--- src/rtl/instr_fetch_loader_pkg.sv ---
// ---------------------------------------------------------------------------
// instr_fetch_loader_pkg
//   Shared definitions for the instruction fetch/loader stage that sits in
//   front of the 8-bit single-cycle core.
//
//   Contents:
//     - state encodings for the loader FSM (IDLE / LOAD / RUN / HALT)
//     - the halt instruction (branch-to-self, opcode 11, imm -1)
//     - opcode field position and values, shared with the core's control unit
//     - a small helper that extracts the opcode field from an instruction
// ---------------------------------------------------------------------------
package instr_fetch_loader_pkg;

  // State encodings, kept as plain constants so other blocks (debug muxes,
  // status registers) can decode the state without pulling in the enum type.
  localparam logic [1:0] STATE_IDLE = 2'd0;
  localparam logic [1:0] STATE_LOAD = 2'd1;
  localparam logic [1:0] STATE_RUN  = 2'd2;
  localparam logic [1:0] STATE_HALT = 2'd3;

  typedef enum logic [1:0] {
    IDLE = STATE_IDLE,
    LOAD = STATE_LOAD,
    RUN  = STATE_RUN,
    HALT = STATE_HALT
  } fetchState_t;

  // Branch-to-self: opcode 11 (branch) with a 2-bit immediate of -1, so the
  // core keeps re-executing the same PC without disturbing its registers.
  localparam logic [7:0] HALT_INSTR_DEFAULT = 8'hC3;

  // Opcode field lives in the two most significant instruction bits.
  localparam int OPC_MSB = 7;
  localparam int OPC_LSB = 6;

  localparam logic [1:0] OPC_ALU    = 2'b00;
  localparam logic [1:0] OPC_LOAD   = 2'b01;
  localparam logic [1:0] OPC_STORE  = 2'b10;
  localparam logic [1:0] OPC_BRANCH = 2'b11;

  function automatic logic [1:0] opcodeOf(input logic [7:0] instr);
    return instr[OPC_MSB:OPC_LSB];
  endfunction

endpackage

--- src/rtl/instr_fetch_loader_ram.sv ---
// ---------------------------------------------------------------------------
// instr_ram
//   Program storage for the fetch loader: DEPTH x DATA_W words with a
//   synchronous write port (driven by the byte loader) and an asynchronous
//   read port (driven by the core's PC). The read must be combinational so
//   the core sees its instruction in the same cycle it presents the PC.
//
//   Ports:
//     clk     in   clock
//     wrEn    in   write strobe, one word per cycle
//     wrAddr  in   write address
//     wrData  in   write data
//     rdAddr  in   read address (core PC)
//     rdData  out  read data, combinational from rdAddr
//
//   Contents are never reset; an image is only meaningful after a load.
// ---------------------------------------------------------------------------
module instr_ram
  import instr_fetch_loader_pkg::*;
#(
  parameter int DEPTH  = 256,
  parameter int DATA_W = 8,
  parameter int ADDR_W = 8
) (
  input  logic              clk,
  input  logic              wrEn,
  input  logic [ADDR_W-1:0] wrAddr,
  input  logic [DATA_W-1:0] wrData,
  input  logic [ADDR_W-1:0] rdAddr,
  output logic [DATA_W-1:0] rdData
);

  logic [DATA_W-1:0] mem [DEPTH];

  always_ff @(posedge clk) begin
    if (wrEn) begin
      mem[wrAddr] <= wrData;
    end
  end

  assign rdData = mem[rdAddr];

endmodule

--- src/rtl/instr_fetch_loader.sv ---
// ---------------------------------------------------------------------------
// instr_fetch_loader
//   Instruction-side stage directly upstream of the 8-bit core. A program is
//   streamed in byte by byte over a valid/ready port into a local RAM; the
//   loader holds the core in reset while loading, releases it to run the
//   program, and substitutes a branch-to-self halt once the core's PC walks
//   past the end of the loaded image.
//
//   Ports:
//     clk          in   clock shared with the core
//     RST          in   asynchronous active-high reset
//     load_start   in   pulse: begin a new program load
//     load_valid   in   load byte present
//     load_data    in   [8] instruction byte
//     load_last    in   marks the final byte of the program
//     load_ready   out  a byte is accepted this cycle when load_valid is high
//     run_start    in   pulse: rerun the loaded program from PC 0
//     pc_in        in   [8] core PC
//     instruction  out  [8] instruction for the core, combinational from pc_in
//     cpu_rst      out  registered reset to the core
//     halted       out  program ran off its end
//     prog_len     out  [9] loaded program length, 0..256
//     instr_count  out  [CNT_W] cycles spent in RUN, saturating
// ---------------------------------------------------------------------------
module instr_fetch_loader
  import instr_fetch_loader_pkg::*;
#(
  parameter int         DEPTH      = 256,
  parameter logic [7:0] HALT_INSTR = HALT_INSTR_DEFAULT,
  parameter int         CNT_W      = 16
) (
  input  logic             clk,
  input  logic             RST,
  input  logic             load_start,
  input  logic             load_valid,
  input  logic [7:0]       load_data,
  input  logic             load_last,
  output logic             load_ready,
  input  logic             run_start,
  input  logic [7:0]       pc_in,
  output logic [7:0]       instruction,
  output logic             cpu_rst,
  output logic             halted,
  output logic [8:0]       prog_len,
  output logic [CNT_W-1:0] instr_count
);

  localparam logic [7:0] LAST_ADDR = 8'(DEPTH - 1);

  fetchState_t      stateReg;
  fetchState_t      stateNext;
  logic [7:0]       wrPtr;
  logic [8:0]       progLenReg;
  logic             haltedReg;
  logic             cpuRstReg;
  logic [CNT_W-1:0] countReg;
  // Set for the single IDLE cycle that follows a rerun request from HALT,
  // so IDLE continues into RUN on its own.
  logic             rerunPending;

  logic             beatAccept;
  logic             beatFinal;
  logic             pcInRange;
  logic             enterLoad;
  logic             enterRun;
  logic [7:0]       ramData;

  // -------------------------------------------------------------------------
  // Load handshake and range test
  // -------------------------------------------------------------------------
  assign load_ready = (stateReg == LOAD);
  assign beatAccept = load_valid && load_ready;
  // The last RAM slot closes the image even without load_last, since there
  // is nowhere left to put another byte.
  assign beatFinal  = beatAccept && (load_last || (wrPtr == LAST_ADDR));
  // Compare at 9 bits so a full 256-byte image covers every PC value.
  assign pcInRange  = ({1'b0, pc_in} < progLenReg);

  // -------------------------------------------------------------------------
  // Next-state and instruction mux
  // -------------------------------------------------------------------------
  always_comb begin
    stateNext   = stateReg;
    instruction = HALT_INSTR;

    case (stateReg)
      IDLE: begin
        if (load_start) begin
          stateNext = LOAD;
        end else if (rerunPending) begin
          stateNext = RUN;
        end else if (run_start && (progLenReg != 9'd0)) begin
          stateNext = RUN;
        end
      end

      LOAD: begin
        // load_start / run_start have no effect until the image is complete.
        if (beatFinal) begin
          stateNext = RUN;
        end
      end

      RUN: begin
        if (pcInRange) begin
          instruction = ramData;
        end
        if (load_start) begin
          stateNext = LOAD;
        end else if (!pcInRange) begin
          stateNext = HALT;
        end
      end

      HALT: begin
        if (load_start) begin
          stateNext = LOAD;
        end else if (run_start) begin
          stateNext = IDLE;
        end
      end

      default: begin
        stateNext = IDLE;
      end
    endcase
  end

  assign enterLoad = (stateNext == LOAD) && (stateReg != LOAD);
  assign enterRun  = (stateNext == RUN)  && (stateReg != RUN);

  // -------------------------------------------------------------------------
  // State, pointer, length, status and counter registers
  // -------------------------------------------------------------------------
  always_ff @(posedge clk or posedge RST) begin
    if (RST) begin
      stateReg     <= IDLE;
      cpuRstReg    <= 1'b1;
      haltedReg    <= 1'b0;
      progLenReg   <= 9'd0;
      countReg     <= '0;
      wrPtr        <= 8'd0;
      rerunPending <= 1'b0;
    end else begin
      stateReg <= stateNext;

      // Driven from the next state so the core leaves reset on the very
      // first RUN cycle and sees PC 0 there. HALT keeps the core out of
      // reset so its registers and display survive.
      cpuRstReg <= !((stateNext == RUN) || (stateNext == HALT));

      rerunPending <= (stateReg == HALT) && (stateNext == IDLE);

      if (enterLoad) begin
        wrPtr      <= 8'd0;
        progLenReg <= 9'd0;
      end else if (beatAccept) begin
        wrPtr <= wrPtr + 8'd1;
        if (beatFinal) begin
          progLenReg <= {1'b0, wrPtr} + 9'd1;
        end
      end

      if (enterLoad || ((stateReg == HALT) && (stateNext != HALT))) begin
        haltedReg <= 1'b0;
      end else if ((stateReg == RUN) && (stateNext == HALT)) begin
        haltedReg <= 1'b1;
      end

      if (enterRun) begin
        countReg <= '0;
      end else if ((stateReg == RUN) && (countReg != '1)) begin
        countReg <= countReg + 1'b1;
      end
    end
  end

  assign cpu_rst     = cpuRstReg;
  assign halted      = haltedReg;
  assign prog_len    = progLenReg;
  assign instr_count = countReg;

  // -------------------------------------------------------------------------
  // Program RAM
  // -------------------------------------------------------------------------
  instr_ram #(
    .DEPTH (DEPTH),
    .DATA_W(8),
    .ADDR_W(8)
  ) u_instr_ram (
    .clk   (clk),
    .wrEn  (beatAccept),
    .wrAddr(wrPtr),
    .wrData(load_data),
    .rdAddr(pc_in),
    .rdData(ramData)
  );

endmodule

--- config.mk ---
export PLATFORM = sky130hd
export DESIGN_NAME = instr_fetch_loader
export DESIGN_NICKNAME = d
export VERILOG_FILES = /design/src/rtl/instr_fetch_loader_pkg.sv /design/src/rtl/instr_fetch_loader_ram.sv /design/src/rtl/instr_fetch_loader.sv
export SDC_FILE = /design/constraint.sdc
export NUM_CORES = 2
export LEC_CHECK = 0
export ABC_CLOCK_PERIOD_IN_PS = 2900
export CAP_MARGIN = 10
export CORE_MARGIN = 10
export CORE_UTILIZATION = 50
export DETAILED_ROUTE_END_ITERATION = 6
export PLACE_DENSITY_LB_ADDON = 0.05
export SLEW_MARGIN = 10
export SYNTH_ARGS = -nofsm -noshare
export SYNTH_HDL_FRONTEND = slang
export SYNTH_SLANG_ARGS = --single-unit
--- constraint.sdc ---
create_clock -name clk -period 2.9 [get_ports clk]
set_input_delay 0.29 -clock clk [delete_from_list [all_inputs] [get_ports clk]]
set_output_delay 0.29 -clock clk [all_outputs]
set_load 0.01 [all_outputs]
### Word level (Yosys, flattened, before mapping)

Memories as Yosys holds them, arrays and structs flattened.
Cells that the tools add are included.

| cells by class | value |
|---|---|
| add/sub/neg operators | 3 |
| magnitude comparators | 1 |
| equality and inequality tests | 11 |
| mux-type cells | 22 |
| reductions and logical operators | 21 |

Operators with widths:

| operator | count |
|---|---|
| $mux W16 | 2 |
| $mux W8 | 4 |
| $mux W9 | 3 |
| $add A16 B1 Y16 const B | 1 |
| $mux W2 | 8 |
| $ne A16 B16 Y1 const B | 1 |
| $add A8 B1 Y9 const B | 1 |
| $logic_and A1 B1 Y1 | 9 |
| $lt A8 B9 Y1 | 1 |
| $reduce_bool A9 Y1 | 1 |
| $add A8 B1 Y8 const B | 1 |
| $eq A2 B2 Y1 const B | 4 |
| $eq A8 B8 Y1 const B | 1 |
| $pmux W2 S4 | 1 |
| $reduce_bool A2 Y1 | 4 |
| $eq A2 B1 Y1 const B | 2 |
| $logic_not A2 Y1 | 2 |
| $mux W1 | 4 |
| $ne A2 B2 Y1 const B | 2 |
| $logic_or A1 B1 Y1 | 3 |
| $ne A2 B1 Y1 const B | 1 |
| $reduce_and A2 Y1 | 1 |
| $logic_not A1 Y1 | 1 |

| storage, ports and cells | value |
|---|---|
| flip-flop bits (word level) | 38 |
| RAM bits | 2048 |
| word-level logic and storage cells | 66 |
| memories | 1 |

Memories:

| memory | words | width | rd ports | clocked after Yosys merged registers in | wr ports | line | text |
|---|---|---|---|---|---|---|---|
| u_instr_ram.mem | 256 | 8 | 1 | 0 | 1 | instr_fetch_loader_ram.sv:33 | `logic [DATA_W-1:0] mem [DEPTH];` |

### Logic depth before layout (Yosys ltp)

| depth | value |
|---|---|
| depth after elaboration | 10 |
| mapped depth | 13 |

### Modules after synthesis

A second synthesis with hierarchy kept.

| second synthesis, totals | value |
|---|---|
| cells, all modules | 3966 |
| area total of the unflattened synthesis | 81634.5 µm² |

By module, submodules not included:

| module | instances | cells an instance | area each (µm²) |
|---|---|---|---|
| instr_ram | 1 | 3725 | 79396.1 |
| instr_fetch_loader | 1 | 241 | 2238.4 |

### Worst setup path before layout

OpenSTA, ideal clock, no wires.

| timing path | value |
|---|---|
| path type | register to register |
| from | register stateReg[0] |
| to | memory u_instr_ram.mem[223][0], enable pin |
| setup time | 0.370 ns |
| arrival | 2.231 ns |
| required time | 2.530 ns |
| path slack | 0.298 ns |
| stages on the path, launching flop included | 8 |
| period minus slack after synthesis | 2.602 ns |
| path through | dfrtp_1 nor2b_1 and2_1 clkbuf_1 clkbuf_1 nand3_1 clkbuf_1 nor2_1 |

| on the way | value |
|---|---|
| cells in the longest elaborated chain, start to end | 4 |

Ends and longest elaborated chain:

| element | line | text |
|---|---|---|
| from (decl) | instr_fetch_loader.sv:50 | `fetchState_t stateReg;` |
| from (signal assigned) | instr_fetch_loader.sv:145 | `stateReg <= stateNext;` |
| $eq A2 B1 Y1 | instr_fetch_loader.sv:71 | `assign load_ready = (stateReg == LOAD);` |
| named net load_ready | instr_fetch_loader.sv:38 | `output logic load_ready,` |
| $logic_and A1 B1 Y1 | instr_fetch_loader.sv:72 | `assign beatAccept = load_valid && load_ready;` |
| $mux W1 | instr_fetch_loader_ram.sv:36 | `if (wrEn) begin` |
| $mux W1 (not written as such) | instr_fetch_loader_ram.sv:37 | `mem[wrAddr] <= wrData;` |
| to (decl) | instr_fetch_loader_ram.sv:33 |  |

The timed path passes the listed nets, and every way through them passes these cells.

### Final worst setup path

| timing path | value |
|---|---|
| from | register progLenReg[1] (netlist: prog_len[1]) |
| to | output instruction[4] |

| on the way | value |
|---|---|
| cells in the longest elaborated chain, start to end | 3 |

Ends and longest elaborated chain:

| element | line | text |
|---|---|---|
| from (decl) | instr_fetch_loader.sv:53 | `logic [8:0] progLenReg;` |
| from (signal assigned) | instr_fetch_loader.sv:160 | `progLenReg <= {1'b0, wrPtr} + 9'd1;` |
| $lt A8 B9 Y1 | instr_fetch_loader.sv:77 | `assign pcInRange = ({1'b0, pc_in} < progLenReg);` |
| $mux W8 | instr_fetch_loader.sv:105 | `if (pcInRange) begin` |
| $mux W8 | instr_fetch_loader.sv:86 | `case (stateReg)` |
| to (decl) | instr_fetch_loader.sv:41 | `output logic [7:0] instruction,` |

Every way passes these cells.

==> impl_results.md <==
* Worst-Skew Late Latency at 0.85 ns
* IO Port Bufs at 57
* CP max FO at 4
* Slew HR at 39.92%
* Synthesized area per cell at 19.62 µm²
* Tmin final at 3.658 ns
* Die area at 181400 µm²
* Worst R2R Setup Slack at 0.16 ns
* Most common cell after layout, fill and taps aside: edfxtp_1
* Area of the multi-input gates at 18600 µm²
* Critical path depth in cells at 12
* Worst VDD drop at 0.6605 mV
* Reg clk slew, reported paths at 0.06 ns
* Placed cells at 6993
* Core Box Area at 163300 µm²
* Initial antenna violation count at 6
* Gpl congestion at 0.8921
* Filler instances at 12080
* Gr ovfl total at 0
* Post-place setup slack at -1.729 ns
* Die Y at 426.0 µm
* Mapped Area at 82400 µm²
* Failing checks: setup timing
* Placed Area at 91120 µm²
* Critical path required time at 2.61 ns
* Period utilization at 126.1%
* Max stage delay on crit path at 0.37 ns
* Syn nets at 4233
* Initial core utilization at 50.45%
* First-pass GRT wire length at 327.1 mm
* Setup slack after layout at -0.7578 ns
* Commonest non-fill, non-tap cells in the layout: edfxtp_1 (2048), buf_4 (749), mux2i_1 (366)
* Static Leak at 33.10 nW
* Synth-to-Final Area Change at 19.23%
* Worst Clk Skew at 0.02279 ns
* Hold Worst Slack at 0.06117 ns
* Ratio of cells with drive above 1 in the final layout at 30.23%
* Post-route cell area at 98250 µm²
* Via-to-Cell Ratio at 6.024
* Worst Hold Depth at 1
* Standard-cell rows at 148
* Vias in the first global route at 44790
* Min-delay worst type: in2reg
* Vias at 44460
* Post-Route WL at 226.9 mm
* WP buf/inv at 5
* Worst Max-Slew Pin Slew at 0.8943 ns
* Status: complete, but fails checks
* Htree depth at 4
* CTS tree: built
* CP Class: reg2out
* Synthesized instance count at 4199
* CTS root buf: clkbuf_16
* Register area share after synthesis at 75.79%
* Fin. Hold Viols at 0
* Async SR Flop Fraction at 1.822%
* Dpl hpwl at 149.8 mm
* CP dominant cell by count: buf_6
* Critical Path End Type: output pin
* RSZ-0062 raised after global routing: true
* F_max at 0.2734 GHz
* Synth warn at 0
* Clock buffer depth at 3
* CP startpoint kind: register
* Number of flops mapped to enable cells by yosys at 2048
* Clock Sinks at 2086
* CTS Buf Count at 210
* I/O pins at 58
* Largest net degree at the start of global routing at 101
* Drt drc at 0
* Final net count at 5077
* Cell Count, Final, Fillers Out at 7381
* Drt pass-1 iters at 5
* DRT antenna net count at 0
* Die span in x at 426.0 µm
* Worst EP arrival at 3.37 ns
* Synthesized flop and latch total at 2086
* Gr usage total at 24.92%
* Yosys cell types at 64
* Slowest CP cell: dfrtp_1
* Post-layout util at 60.15%
* Max Cap Viol at 0
* DR WL/cell at 30.73 µm
* Register area at 62450 µm²
* Synth Flop Type: edfxtp_1
* CP cell instances: inv_2 -> ha_4 -> a21o_1 -> a21oi_2 -> o31a_1 -> buf_6 -> o211ai_1 -> buf_4 -> buf_6 -> nor3_4 -> a22o_1 -> buf_2
* Max Slew Vio Count at 0
* R2R depth at 7
* Power Density at 663.1 nW/µm²
* # setup viols final at 8
* CP top delay family: compound AO/OA/AOI/OAI gates
* DR iter-0 viols at 4722
synth_stat cells (5+ instances only):
cell type,instances,area (µm²)
edfxtp_1,2048,61500
mux2i_1,366,3664
mux4_2,361,8130
nor2_1,325,1220
o221ai_1,170,1489
clkbuf_1,112,420.4
nor3_1,108,540.5
a21oi_1,98,490.5
o22ai_1,80,500.5
nand2_1,66,247.7
buf_6,45,506.7
nand3_1,43,215.2
buf_2,37,185.2
dfrtp_1,37,925.9
o21ai_0,27,135.1
buf_1,25,93.84
inv_1,21,78.83
and3_1,19,118.9
xnor2_1,17,148.9
a211oi_1,14,105.1
buf_12,13,260.3
ha_1,12,150.1
nor4_1,12,75.07
buf_4,11,82.58
buf_8,11,165.2
nor2b_1,11,68.82
xor2_1,10,87.58
and2_1,8,50.05
o22a_1,8,70.07
nand4_1,7,43.79
o31ai_1,6,45.04
a221oi_1,5,43.79
through the flow:
| step | power (W) | TNS, ns |
|---|---|---|
| after floorplan | 0.03652 | 0 |
| after global placement | 0.03941 | -11.52 |
| after detailed placement | 0.03945 | -11.47 |
| after CTS | 0.06560 | -6.198 |
| after global routing | 0.06716 | -5.876 |
| final | 0.06515 | -5.235 |
power by group:
group / switching (W) / leakage [nW] / internal (W)
Combinational: 0.00315 / 10.9 / 0.00225
Sequential: 0.000193 / 18.9 / 0.0333
Clock: 0.0111 / 3.24 / 0.0151
Total: 0.0145 / 33.1 / 0.0507
worst register-to-register path, delay by kind of cell, from the launching register on:
| kind | cells | cell delay, ns |
|---|---|---|
| buffers and inverters | 3 | 0.55 |
| DFF | 1 | 0.34 |
| and+or+nand+nor | 4 | 1.56 |
layer usage:
metal	routed length, µm	up-vias	GRT usage [%]
li1	-	19050	-
met1	96030	23500	35.38
met2	109300	1583	39.88
met3	14870	333	4.063
met4	6590	2	7.556
met5	13	-	0
state kept, by name, indices dropped and copies added, names as in the netlist:
register	cells
prog_len	9
wrPtr	8
cpu_rst	1
u_instr_ram.mem	2048
rerunPending	1
instr_count	16
stateReg	2
halted	1
kinds of logic (layout without fill, tap and decap cells):
logic type                 count (synthesis)  count (layout)  share of synthesized area (%)
adders and majority gates                 12              12                         0.1822
other                                      0               2                              0
DFF                                     2086            2086                          75.79
xor gates and xnor gates                  27              27                         0.2870
AOI/OAI and AO/OA                        452             452                          3.939
buffers and inverters                    278            1283                          2.191
muxes                                    729             729                          14.34
and+or+nand+nor                          615             615                          3.268
final timing paths:
path / startpoint / end
min: load_data[2] / u_instr_ram.mem[27][2]$_DFFE_PP_
min reg2reg: halted$_DFFE_PP0P_ / halted$_DFFE_PP0P_
max reg2reg: stateReg[0]$_DFF_PP0_ / u_instr_ram.mem[120][6]$_DFFE_PP_
max in group asynchronous: RST / wrPtr[6]$_DFFE_PP0P_
min in group asynchronous: RST / instr_count[0]$_DFFE_PP0P_
max: prog_len[1]$_DFFE_PP0P_ / instruction[4]
layout make-up:
| type | count | area share [%] |
|---|---|---|
| Sequential cell | 2086 | 63.57 |
| Timing Repair Buffer | 887 | 7.905 |
| Tap cell | 2175 | 2.770 |
| Inverter | 23 | 0.09551 |
| Antenna cell | 2 | 0.005094 |
| Multi-Input combinational cell | 1835 | 18.93 |
| Clock buffer | 258 | 5.682 |
| Clock inverter | 115 | 1.049 |
what timing repair did:
item                                    4_1_cts  5_1_grt
hold endpoints to repair                    286        0
setup buffers                                 7        1
endpoints found under the setup margin        8        8
resized for setup                            91       18
pin swaps                                    17       11
hold buffers                                  7        0
Note: power is estimated with default switching activity, not from simulation.
